**config.mk**
```make
export PLATFORM = sky130hd
export DESIGN_NAME = adc0804_sampler
export DESIGN_NICKNAME = d
export VERILOG_FILES = /design/src/rtl/adc_pkg.sv /design/src/rtl/adc_avg4.sv /design/src/rtl/synchronize.sv /design/src/rtl/adc0804_sampler.sv
export SDC_FILE = /design/constraint.sdc
export NUM_CORES = 1
export LEC_CHECK = 0
export BUFFER_PORTS_ARGS = -buffer_cell sky130_fd_sc_hd__buf_2
export CORE_MARGIN = 10
export CORE_UTILIZATION = 57
export DETAILED_ROUTE_END_ITERATION = 7
export PLACE_DENSITY = 0.78
export SLEW_MARGIN = 20
export SYNTH_ARGS = -nofsm -noshare
export SYNTH_HDL_FRONTEND = slang
export SYNTH_HIERARCHICAL = 1
export SYNTH_SLANG_ARGS = --single-unit
```
**constraint.sdc**
```tcl
create_clock -name clock_25mhz -period 2.49 [get_ports clock_25mhz]
set_input_delay 0.3735 -clock clock_25mhz [delete_from_list [all_inputs] [get_ports clock_25mhz]]
set_output_delay 0.3735 -clock clock_25mhz [all_outputs]
set_load 0.02 [all_outputs]
```
**src/rtl/adc_pkg.sv**
```systemverilog
// Shared types and timing defaults for the ADC0804 acquisition front end.
package adc_pkg;

    typedef enum logic [1:0] {
        IDLE = 2'd0,
        WR   = 2'd1,
        WAIT = 2'd2,
        RD   = 2'd3
    } adc_state_t;

    localparam int DEF_SAMPLE_DIV     = 25000;
    localparam int DEF_WR_CYCLES      = 3;
    localparam int DEF_RD_CYCLES      = 5;
    localparam int DEF_TIMEOUT_CYCLES = 5000;

    // One counter width wide enough for the longest of the four intervals.
    function automatic int cnt_width(input int a, input int b, input int c, input int d);
        int m;
        m = a;
        if (b > m) m = b;
        if (c > m) m = c;
        if (d > m) m = d;
        if (m < 2) m = 2;
        return $clog2(m);
    endfunction

endpackage

```
**src/rtl/adc_avg4.sv**
```systemverilog
// Four-sample moving average of raw ADC captures; output is held until the history is primed.
module adc_avg4 (
    input  logic       clock_25mhz,
    input  logic       reset_n,
    input  logic       clear,
    input  logic [7:0] raw,
    input  logic       raw_valid,
    output logic [7:0] avg,
    output logic       avg_valid
);

    logic [3:0][7:0] hist;
    logic [9:0]      sum;
    logic [9:0]      sum_next;
    logic [1:0]      primed;

    // Running sum: add the newest byte, drop the one falling out of the window.
    always_comb begin
        sum_next = sum + 10'(raw) - 10'(hist[3]);
    end

    always_ff @(posedge clock_25mhz) begin
        if (!reset_n) begin
            hist      <= '0;
            sum       <= '0;
            primed    <= '0;
            avg       <= '0;
            avg_valid <= 1'b0;
        end else begin
            avg_valid <= 1'b0;
            if (clear) begin
                hist   <= '0;
                sum    <= '0;
                primed <= '0;
            end else if (raw_valid) begin
                hist <= {hist[2:0], raw};
                sum  <= sum_next;
                if (primed == 2'd3) begin
                    avg       <= sum_next[9:2];
                    avg_valid <= 1'b1;
                end else begin
                    primed <= primed + 2'd1;
                end
            end
        end
    end

endmodule

```
**src/rtl/synchronize.sv**
```systemverilog
// Two-flop synchronizer for a single asynchronous level, with a selectable reset value.
module synchronize #(
    parameter logic RESET_VAL = 1'b0
) (
    input  logic clk,
    input  logic reset_n,
    input  logic raw,
    output logic synced
);

    logic meta;

    always_ff @(posedge clk) begin
        if (!reset_n) begin
            meta   <= RESET_VAL;
            synced <= RESET_VAL;
        end else begin
            meta   <= raw;
            synced <= meta;
        end
    end

endmodule

```
**src/rtl/adc0804_sampler.sv**
```systemverilog
// ADC0804 sampler: periodic WR start, bounded wait for INTR, timed RD capture.
// Define ADC_AVG4_EN to present a 4-sample moving average instead of the raw byte.
module adc0804_sampler
    import adc_pkg::*;
#(
    parameter int SAMPLE_DIV     = DEF_SAMPLE_DIV,
    parameter int WR_CYCLES      = DEF_WR_CYCLES,
    parameter int RD_CYCLES      = DEF_RD_CYCLES,
    parameter int TIMEOUT_CYCLES = DEF_TIMEOUT_CYCLES
) (
    input  logic       clock_25mhz,
    input  logic       reset_n,
    input  logic [7:0] adc_data,
    input  logic       adc_intr_n,
    input  logic       sensor_present,
    output logic       adc_cs_n,
    output logic       adc_rd_n,
    output logic       adc_wr_n,
    output logic [7:0] sample,
    output logic       sample_valid,
    output logic       timeout_err,
    output logic       busy
);

    localparam int CW = cnt_width(SAMPLE_DIV, WR_CYCLES, RD_CYCLES, TIMEOUT_CYCLES);

    logic          intr_sync;
    logic          present_sync;
    logic [CW-1:0] tick_cnt;
    logic [CW-1:0] step_cnt;
    logic          tick;
    adc_state_t    state;
    logic [7:0]    raw_sample;
    logic          raw_valid;

    synchronize #(.RESET_VAL(1'b1)) u_sync_intr (
        .clk     (clock_25mhz),
        .reset_n (reset_n),
        .raw     (adc_intr_n),
        .synced  (intr_sync)
    );

    synchronize #(.RESET_VAL(1'b0)) u_sync_present (
        .clk     (clock_25mhz),
        .reset_n (reset_n),
        .raw     (sensor_present),
        .synced  (present_sync)
    );

    assign tick = (tick_cnt == CW'(SAMPLE_DIV - 1));

    always_ff @(posedge clock_25mhz) begin
        if (!reset_n || tick) tick_cnt <= '0;
        else                  tick_cnt <= tick_cnt + CW'(1);
    end

    // Ticks are only looked at in IDLE, so a tick during a conversion is dropped.
    always_ff @(posedge clock_25mhz) begin
        if (!reset_n) begin
            state       <= IDLE;
            step_cnt    <= '0;
            adc_cs_n    <= 1'b1;
            adc_rd_n    <= 1'b1;
            adc_wr_n    <= 1'b1;
            raw_sample  <= '0;
            raw_valid   <= 1'b0;
            timeout_err <= 1'b0;
            busy        <= 1'b0;
        end else begin
            raw_valid   <= 1'b0;
            timeout_err <= 1'b0;
            case (state)
                IDLE: begin
                    if (tick && present_sync) begin
                        state    <= WR;
                        step_cnt <= '0;
                        adc_cs_n <= 1'b0;
                        adc_wr_n <= 1'b0;
                        busy     <= 1'b1;
                    end
                end
                WR: begin
                    if (step_cnt == CW'(WR_CYCLES - 1)) begin
                        state    <= WAIT;
                        step_cnt <= '0;
                        adc_cs_n <= 1'b1;
                        adc_wr_n <= 1'b1;
                    end else begin
                        step_cnt <= step_cnt + CW'(1);
                    end
                end
                WAIT: begin
                    // INTR is checked first so it wins on the terminal timeout cycle.
                    if (!intr_sync) begin
                        state    <= RD;
                        step_cnt <= '0;
                        adc_cs_n <= 1'b0;
                        adc_rd_n <= 1'b0;
                    end else if (step_cnt == CW'(TIMEOUT_CYCLES - 1)) begin
                        state       <= IDLE;
                        step_cnt    <= '0;
                        timeout_err <= 1'b1;
                        busy        <= 1'b0;
                    end else begin
                        step_cnt <= step_cnt + CW'(1);
                    end
                end
                RD: begin
                    if (step_cnt == CW'(RD_CYCLES - 1)) begin
                        state      <= IDLE;
                        step_cnt   <= '0;
                        adc_cs_n   <= 1'b1;
                        adc_rd_n   <= 1'b1;
                        raw_sample <= adc_data;
                        raw_valid  <= 1'b1;
                        busy       <= 1'b0;
                    end else begin
                        step_cnt <= step_cnt + CW'(1);
                    end
                end
                default: state <= IDLE;
            endcase
        end
    end

    // sample_valid is a single-cycle strobe with no backpressure: the consumer
    // must take sample in the cycle sample_valid is high.
`ifdef ADC_AVG4_EN
    logic present_q;

    always_ff @(posedge clock_25mhz) begin
        if (!reset_n) present_q <= 1'b0;
        else          present_q <= present_sync;
    end

    adc_avg4 u_avg4 (
        .clock_25mhz (clock_25mhz),
        .reset_n     (reset_n),
        .clear       (present_q && !present_sync),
        .raw         (raw_sample),
        .raw_valid   (raw_valid),
        .avg         (sample),
        .avg_valid   (sample_valid)
    );
`else
    assign sample       = raw_sample;
    assign sample_valid = raw_valid;
`endif

endmodule

```
==> results of run 1 <==
[per-layer routing]
layer	wire length (µm)	vias up	global-route usage
li1	-	934	-
met1	2271	825	0.1587
met2	1906	34	0.2077
met3	254	6	0.05078
met4	76	0	0.05479
met5	0	-	0
[state kept, by name, summed over array words and instances, names as in the netlist]
register,flops
u_sync_intr/synced,1
adc_wr_n,1
adc_cs_n,1
state,2
u_sync_present/synced,1
adc_rd_n,1
busy,1
timeout_err,1
step_cnt,15
u_sync_present/meta,1
u_sync_intr/meta,1
sample_valid,1
sample,8
tick_cnt,15
[worst max path at each step]
stage	start	endpoint
after floorplan	step_cnt[0]$_SDFFE_PN0P_	step_cnt[13]$_SDFFE_PN0P_
after global placement	step_cnt[14]$_SDFFE_PN0P_	sample[6]$_SDFFE_PN0P_
after detailed placement	step_cnt[10]$_SDFFE_PN0P_	sample[4]$_SDFFE_PN0P_
after CTS	step_cnt[10]$_SDFFE_PN0P_	sample[6]$_SDFFE_PN0P_
after global routing	step_cnt[0]$_SDFFE_PN0P_	step_cnt[4]$_SDFFE_PN0P_
final	step_cnt[10]$_SDFFE_PN0P_	sample[6]$_SDFFE_PN0P_
[worst max-delay path, stage by stage (launching register included)]
cell,delay [ns]
sky130_fd_sc_hd__dfxtp_1,0.37
sky130_fd_sc_hd__nor4_2,0.41
sky130_fd_sc_hd__and4_1,0.31
sky130_fd_sc_hd__and2_1,0.46
sky130_fd_sc_hd__mux2i_1,0.25
sky130_fd_sc_hd__nor2_1,0.05
[power by group through the flow]
stage	clock network [W]	logic, W	registers, W
detailed placement	0	0.000123	0.000858
global route	0.000643	0.000138	0.000843
floorplan	0	0.0000895	0.000859
CTS	0.000616	0.000124	0.000839
finish	0.000597	0.000122	0.000839
global placement	0	0.000121	0.000857
[metrics by stage]
stage | hold slack, ns | cell area [µm²] | util | cells
4_1_cts | 0.2364 | 2569 | 0.6468 | 328
6_report | 0.2476 | 2569 | 0.6468 | 328
3_5_place_dp | 0.4017 | 2451 | 0.6172 | 320
2_1_floorplan | 0.3863 | 2335 | - | 256
3_3_place_gp | 0.4047 | 2451 | 0.6172 | 320
5_1_grt | 0.2343 | 2569 | 0.6468 | 328
[cells in the mapped netlist, types with 4 or more instances]
master | instances | area [µm²]
sky130_fd_sc_hd__nor2_1 | 29 | 108.9
sky130_fd_sc_hd__and3_1 | 12 | 75.07
sky130_fd_sc_hd__xnor2_1 | 9 | 78.83
sky130_fd_sc_hd__ha_1 | 4 | 50.05
sky130_fd_sc_hd__a21oi_1 | 4 | 20.02
sky130_fd_sc_hd__o21ai_0 | 10 | 50.05
sky130_fd_sc_hd__nand2_1 | 24 | 90.09
sky130_fd_sc_hd__nand3_1 | 21 | 105.1
sky130_fd_sc_hd__xor2_1 | 8 | 70.07
sky130_fd_sc_hd__or3_1 | 5 | 31.28
sky130_fd_sc_hd__dfxtp_1 | 50 | 1001
sky130_fd_sc_hd__mux2i_1 | 8 | 80.08
sky130_fd_sc_hd__inv_1 | 6 | 22.52
sky130_fd_sc_hd__and2_1 | 10 | 62.56
[cells in the final DEF, fill, tap and decap left out, drive strengths merged, types with 5 or more instances in the layout]
cell type and instances:
inv 7, xnor2 9, nand2 24, o21ai 10
mux2i 8, clkbuf 5, dfxtp 50, buf 25
and3 14, a21oi 5, nor2 29, nand3 21
or3 5, xor2 8, and2 11
[kinds of logic after synthesis]
kind of cell,after synthesis,share of synthesized area
AO/OA/AOI/OAI,30,0.09485
XOR/XNOR,17,0.06378
adder cells (fa/ha/maj),4,0.02144
buffers and inverters,17,0.04019
flip-flops,50,0.4287
multiplexers,8,0.03430
AND/OR/NAND/NOR,130,0.3167
[layout make-up]
class	instances	area [µm²]	share of cell area
multi-input cells	189	1240	0.4827
flip-flops and latches	50	1001	0.3897
repair buffers	25	125.1	0.04871
clock buffers	5	68.82	0.02679
well taps	50	62.56	0.02435
clock inverters	3	48.80	0.01900
inverters	6	22.52	0.008768
==> out/qor_table.md, run 1 <==
| Result | Reported |
|---|---|
| Internal | 0.001175 W |
| Final total negative setup slack | 0 ns |
| Run status | finished clean |
| Overall routing resource usage | 0.1330 |
| Total number of nets in the final design | 293 |
| End of the worst register-to-register path | sample[6]$_SDFFE_PN0P_ |
| Cell depth of the worst min-delay path | 2 |
| Count of filler cells inserted in the layout | 327 |
| Maximum buffer depth of the clock tree | 2 |
| Mean area per synthesized cell | 9.120 µm² |
| Post-CTS clock slew at the launch and capture registers of the worst setup and hold paths | 0.10 ns |
| Grt ovf | 0 |
| Fmax | 0.5084 GHz |
| Maximum vdd ir drop | 0.6243 mV |
| Initial Util | 0.5879 |
| Number of library cell types mapped by synthesis | 50 |
| Via Count | 1,799 |
| Combinational power share | 0.078 |
| Setup slack at placement | 0.5236 ns |
| CP Capture Type | flip-flop |
| Launch point of the worst reg-to-reg path | step_cnt[10]$_SDFFE_PN0P_ |
| Die W | 84 µm |
| Setup repair bufs after CTS | 0 |
| Synth warn | 6 |
| Area Growth Syn to Fin | 10.02% |
| Starting DRC count in detailed routing | 39 |
| Post-synthesis sequential area ratio | 0.4287 |
| Count of endpoints failing hold in the final timing report | 0 |
| Hold Crit Endpoint | u_sync_intr/meta$_SDFF_PN1_ |
| H-tree depth | 2 |
| Final total power | 0.001558 W |
| Final critical-path share of the clock period | 0.7899 |
| Num CTS Buffers | 5 |
| Total Die Area | 0.007056 mm² |
| Startpoint-to-endpoint class of the critical path | flip-flop to flip-flop |
| Ant diodes | 0 |
| Final period demand of the worst path | 1.967 ns |
| Relative slew margins | 0.6659 |
| Setup repair after global routing missed its margin | no |
| Detailed-route wire length per cell | 13.75 µm |
| Startpoint of the worst hold path | adc_intr_n |
| Number of I/O pins | 26 |
| Switching share of total power | 0.2458 |
| Initial antenna violation count | 0 |
| Static leakage | 0.9969 nW |
| Worst Path Max Fanout | 10 |
| Slew Limit Fails | 0 |
| Most used flip-flop cell after synthesis | sky130_fd_sc_hd__dfxtp_1 |
| Final setup skew | 0.006837 ns |
| Cell Area, Synth | 0.002335 mm² |
| Worst-margin pin slew | 0.5012 ns |
| Detailed Route WL | 4509 µm |
| Routed vias/inst | 5.485 |
| Fraction of layout cells with a size suffix above 1 | 0.1763 |
| Sequential Power Share | 0.538 |
| Number of hold buffers added after CTS | 0 |
| Number of rows in the core area | 23 |
| Register-to-register setup slack | 0.52 ns |
| First-pass iteration count of the detailed router | 4 |
| Insertion delay to the later sink of the worst-skew pair | 0.31 ns |
| Fraction of registers with async set/reset | 0 |
| Type of the tightest min-delay check | input pin to flip-flop |
| Die Y | 84 µm |
| Clock tree from TritonCTS | yes |
| Net switching component of the power | 0.0003830 W |
| Crit path arrival time | 2.17 ns |
| Number of enable-type register cells in the synthesized netlist | 0 |
| Root Buffer | sky130_fd_sc_hd__clkbuf_8 |
| Final critical-path setup slack | 0.5231 ns |
| Number of global-route vias before repair | 1,793 |
| DRC viols | 0 |
| #FFs+latches synth | 50 |
| Clock Sink Count | 50 |
| Gate count after technology mapping | 256 |
| Areal power density over the cells | 606.5 mW/mm² |
| Number of nets in the synthesized netlist | 272 |
| Worst reg2reg path depth | 5 |
| Startpoint type of the worst setup path | flip-flop |
| Worst EP required | 2.69 ns |
| Resized cells post-CTS | 0 |
| Pin count of the biggest net entering global routing | 19 |
| Count of max-cap constraint violations | 0 |
| # setup viols final | 0 |
| Antenna-violating nets left | 0 |
| Count of input and output buffers | 25 |
| First-pass GRT wire length | 7928 µm |
| Core Region | 0.003971 mm² |
| Gp weighted congestion | 0.8092 |
| Post-detail-place hpwl | 3277 µm |
| Fraction of power consumed by the clock network | 0.383 |
(Power assumes the default switching activity.)
==> run 2: changes to the inputs <==
==> constraint.sdc (replaced) <==
create_clock -name clock_25mhz -period 2.02 [get_ports clock_25mhz]
set_input_delay 0.303 -clock clock_25mhz [delete_from_list [all_inputs] [get_ports clock_25mhz]]
set_output_delay 0.303 -clock clock_25mhz [all_outputs]
set_load 0.02 [all_outputs]
==> out/qor_table.md, run 2 (synthesis results as in run 1) <==
| Result | Reported |
|---|---|
| Run status | finished clean |
| Detailed Route WL | 4628 µm |
| Worst EP required | 2.25 ns |
| Leading cell type in the layout, fill and taps excluded | sky130_fd_sc_hd__dfxtp_1 |
| Final period demand of the worst path | 1.888 ns |
| Register-to-register setup slack | 0.13 ns |
| Delay contributed by the slowest stage of the critical path | 0.40 ns |
| Die W | 84 µm |
| Grt ovf | 0 |
| Final setup skew | 0.007063 ns |
| Root Buffer | sky130_fd_sc_hd__clkbuf_8 |
| Count of endpoints failing hold in the final timing report | 0 |
| Internal | 0.001574 W |
| Net switching component of the power | 0.0004468 W |
| Final total negative setup slack | 0 ns |
| Setup repair after global routing missed its margin | no |
| Count of input and output buffers | 25 |
| Startpoint-to-endpoint class of the critical path | flip-flop to flip-flop |
| Number of hold buffers added after CTS | 0 |
| Slowest stage cell, crit path | sky130_fd_sc_hd__dfxtp_1 |
| Post-CTS clock slew at the launch and capture registers of the worst setup and hold paths | 0.09 ns |
| Resized cells post-CTS | 0 |
| Count of filler cells inserted in the layout | 330 |
| Relative slew margins | 0.6873 |
| # setup viols final | 0 |
| Fmax | 0.5297 GHz |
| Area Growth Syn to Fin | 12.75% |
| Number of global-route vias before repair | 1,795 |
| Setup slack at placement | 0.1162 ns |
| Static leakage | 1.032 nW |
| Post-detail-place hpwl | 3450 µm |
| Num CTS Buffers | 5 |
| Clock tree from TritonCTS | yes |
| Number of rows in the core area | 23 |
| DRC viols | 0 |
| Antenna-violating nets left | 0 |
| Starting DRC count in detailed routing | 90 |
| Cell depth of the worst min-delay path | 2 |
| Total number of nets in the final design | 297 |
| Top library cells by usage in the layout, fill and taps aside | sky130_fd_sc_hd__dfxtp_1, sky130_fd_sc_hd__nor2_1, sky130_fd_sc_hd__buf_2, sky130_fd_sc_hd__nand2_1, sky130_fd_sc_hd__nand3_1 |
| Ant diodes | 0 |
| Setup repair bufs after CTS | 0 |
| First-pass GRT wire length | 8073 µm |
| Launch point of the worst reg-to-reg path | step_cnt[1]$_SDFFE_PN0P_ |
| Number of I/O pins | 26 |
| Worst reg2reg path depth | 8 |
| First-pass iteration count of the detailed router | 4 |
| Gp weighted congestion | 0.7803 |
| Insertion delay to the later sink of the worst-skew pair | 0.29 ns |
| Crit path arrival time | 2.11 ns |
| Routed vias/inst | 5.602 |
| CP Capture Type | flip-flop |
| Worst Path Max Fanout | 8 |
| Via Count | 1,860 |
| Initial antenna violation count | 0 |
| Type of the tightest min-delay check | input pin to flip-flop |
| Maximum buffer depth of the clock tree | 2 |
| Crit path cell chain | inv_1 -> ha_1 -> and3_4 -> o2111ai_2 -> a2bb2oi_2 -> buf_4 -> or3_1 -> o21ai_0 |
| Die Y | 84 µm |
| H-tree depth | 2 |
| Clock Sink Count | 50 |
| Worst-margin pin slew | 0.4663 ns |
| Startpoint type of the worst setup path | flip-flop |
| Maximum vdd ir drop | 0.5536 mV |
| Pin count of the biggest net entering global routing | 17 |
| Detailed-route wire length per cell | 13.94 µm |
| Startpoint of the worst hold path | adc_intr_n |
| Fraction of power consumed by the clock network | 0.409 |
| Areal power density over the cells | 767.6 mW/mm² |
| Slew Limit Fails | 0 |
| Switching share of total power | 0.2211 |
| Count of max-cap constraint violations | 0 |
| Combinational power share | 0.082 |
| Core Region | 0.003971 mm² |
| Critical Path Source | step_cnt[1]$_SDFFE_PN0P_ |
| Final critical-path share of the clock period | 0.9346 |
| Total Die Area | 0.007056 mm² |
| Sequential Power Share | 0.510 |
| Final critical-path setup slack | 0.1321 ns |
| Initial Util | 0.5879 |
| Overall routing resource usage | 0.1310 |
| Fraction of layout cells with a size suffix above 1 | 0.1915 |
run 2: power by group through the flow:
stage / registers, W / clock network (W) / logic (W)
after CTS: 0.00103 / 0.000843 / 0.000167
after floorplan: 0.00106 / 0 / 0.000110
final: 0.00103 / 0.000826 / 0.000165
after global routing: 0.00103 / 0.000874 / 0.000185
after global placement: 0.00105 / 0 / 0.000161
after detailed placement: 0.00105 / 0 / 0.000165
run 2: worst paths after layout:
path                                                 endpoint
worst max register to register      step_cnt[10]$_SDFFE_PN0P_
worst max-delay path                step_cnt[10]$_SDFFE_PN0P_
worst min-delay path              u_sync_intr/meta$_SDFF_PN1_
worst min register to register  u_sync_intr/synced$_SDFF_PN1_
run 2: final cells by class:
type	count	area, µm²	area share
inverter	6	22.52	0.008555
timing repair buffer	29	167.7	0.06369
tap	50	62.56	0.02376
multi-input combinational	189	1240	0.4710
sequential	50	1002	0.3807
clock buffer	5	68.82	0.02614
clock inverter	3	68.82	0.02614
run 2: worst max-delay path, delay by kind of cell, from the launching register on:
family          cells  cell delay, ns
buf+inv             2            0.25
flops               1            0.40
fa+ha+maj           1            0.19
compound gates      3            0.46
simple gates        2            0.52
run 2: routing by layer:
| layer | share of wire | up-vias | GRT usage |
|---|---|---|---|
| met5 | 0 | - | 0 |
| met4 | 0.0086 | 0 | 0.03653 |
| met3 | 0.065 | 4 | 0.04102 |
| met2 | 0.45 | 42 | 0.2063 |
| met1 | 0.48 | 869 | 0.1666 |
| li1 | - | 945 | - |
run 2: stage by stage:
step	instance area [µm²]	cells	total power [W]	hold slack [ns]	util
after floorplan	2335	256	0.001170	0.3760	-
final	2633	332	0.002021	0.1821	0.6629
after global routing	2633	332	0.002093	0.1921	0.6629
after CTS	2631	332	0.002039	0.1742	0.6626
after global placement	2494	324	0.001212	0.3941	0.6279
after detailed placement	2494	324	0.001218	0.3988	0.6279
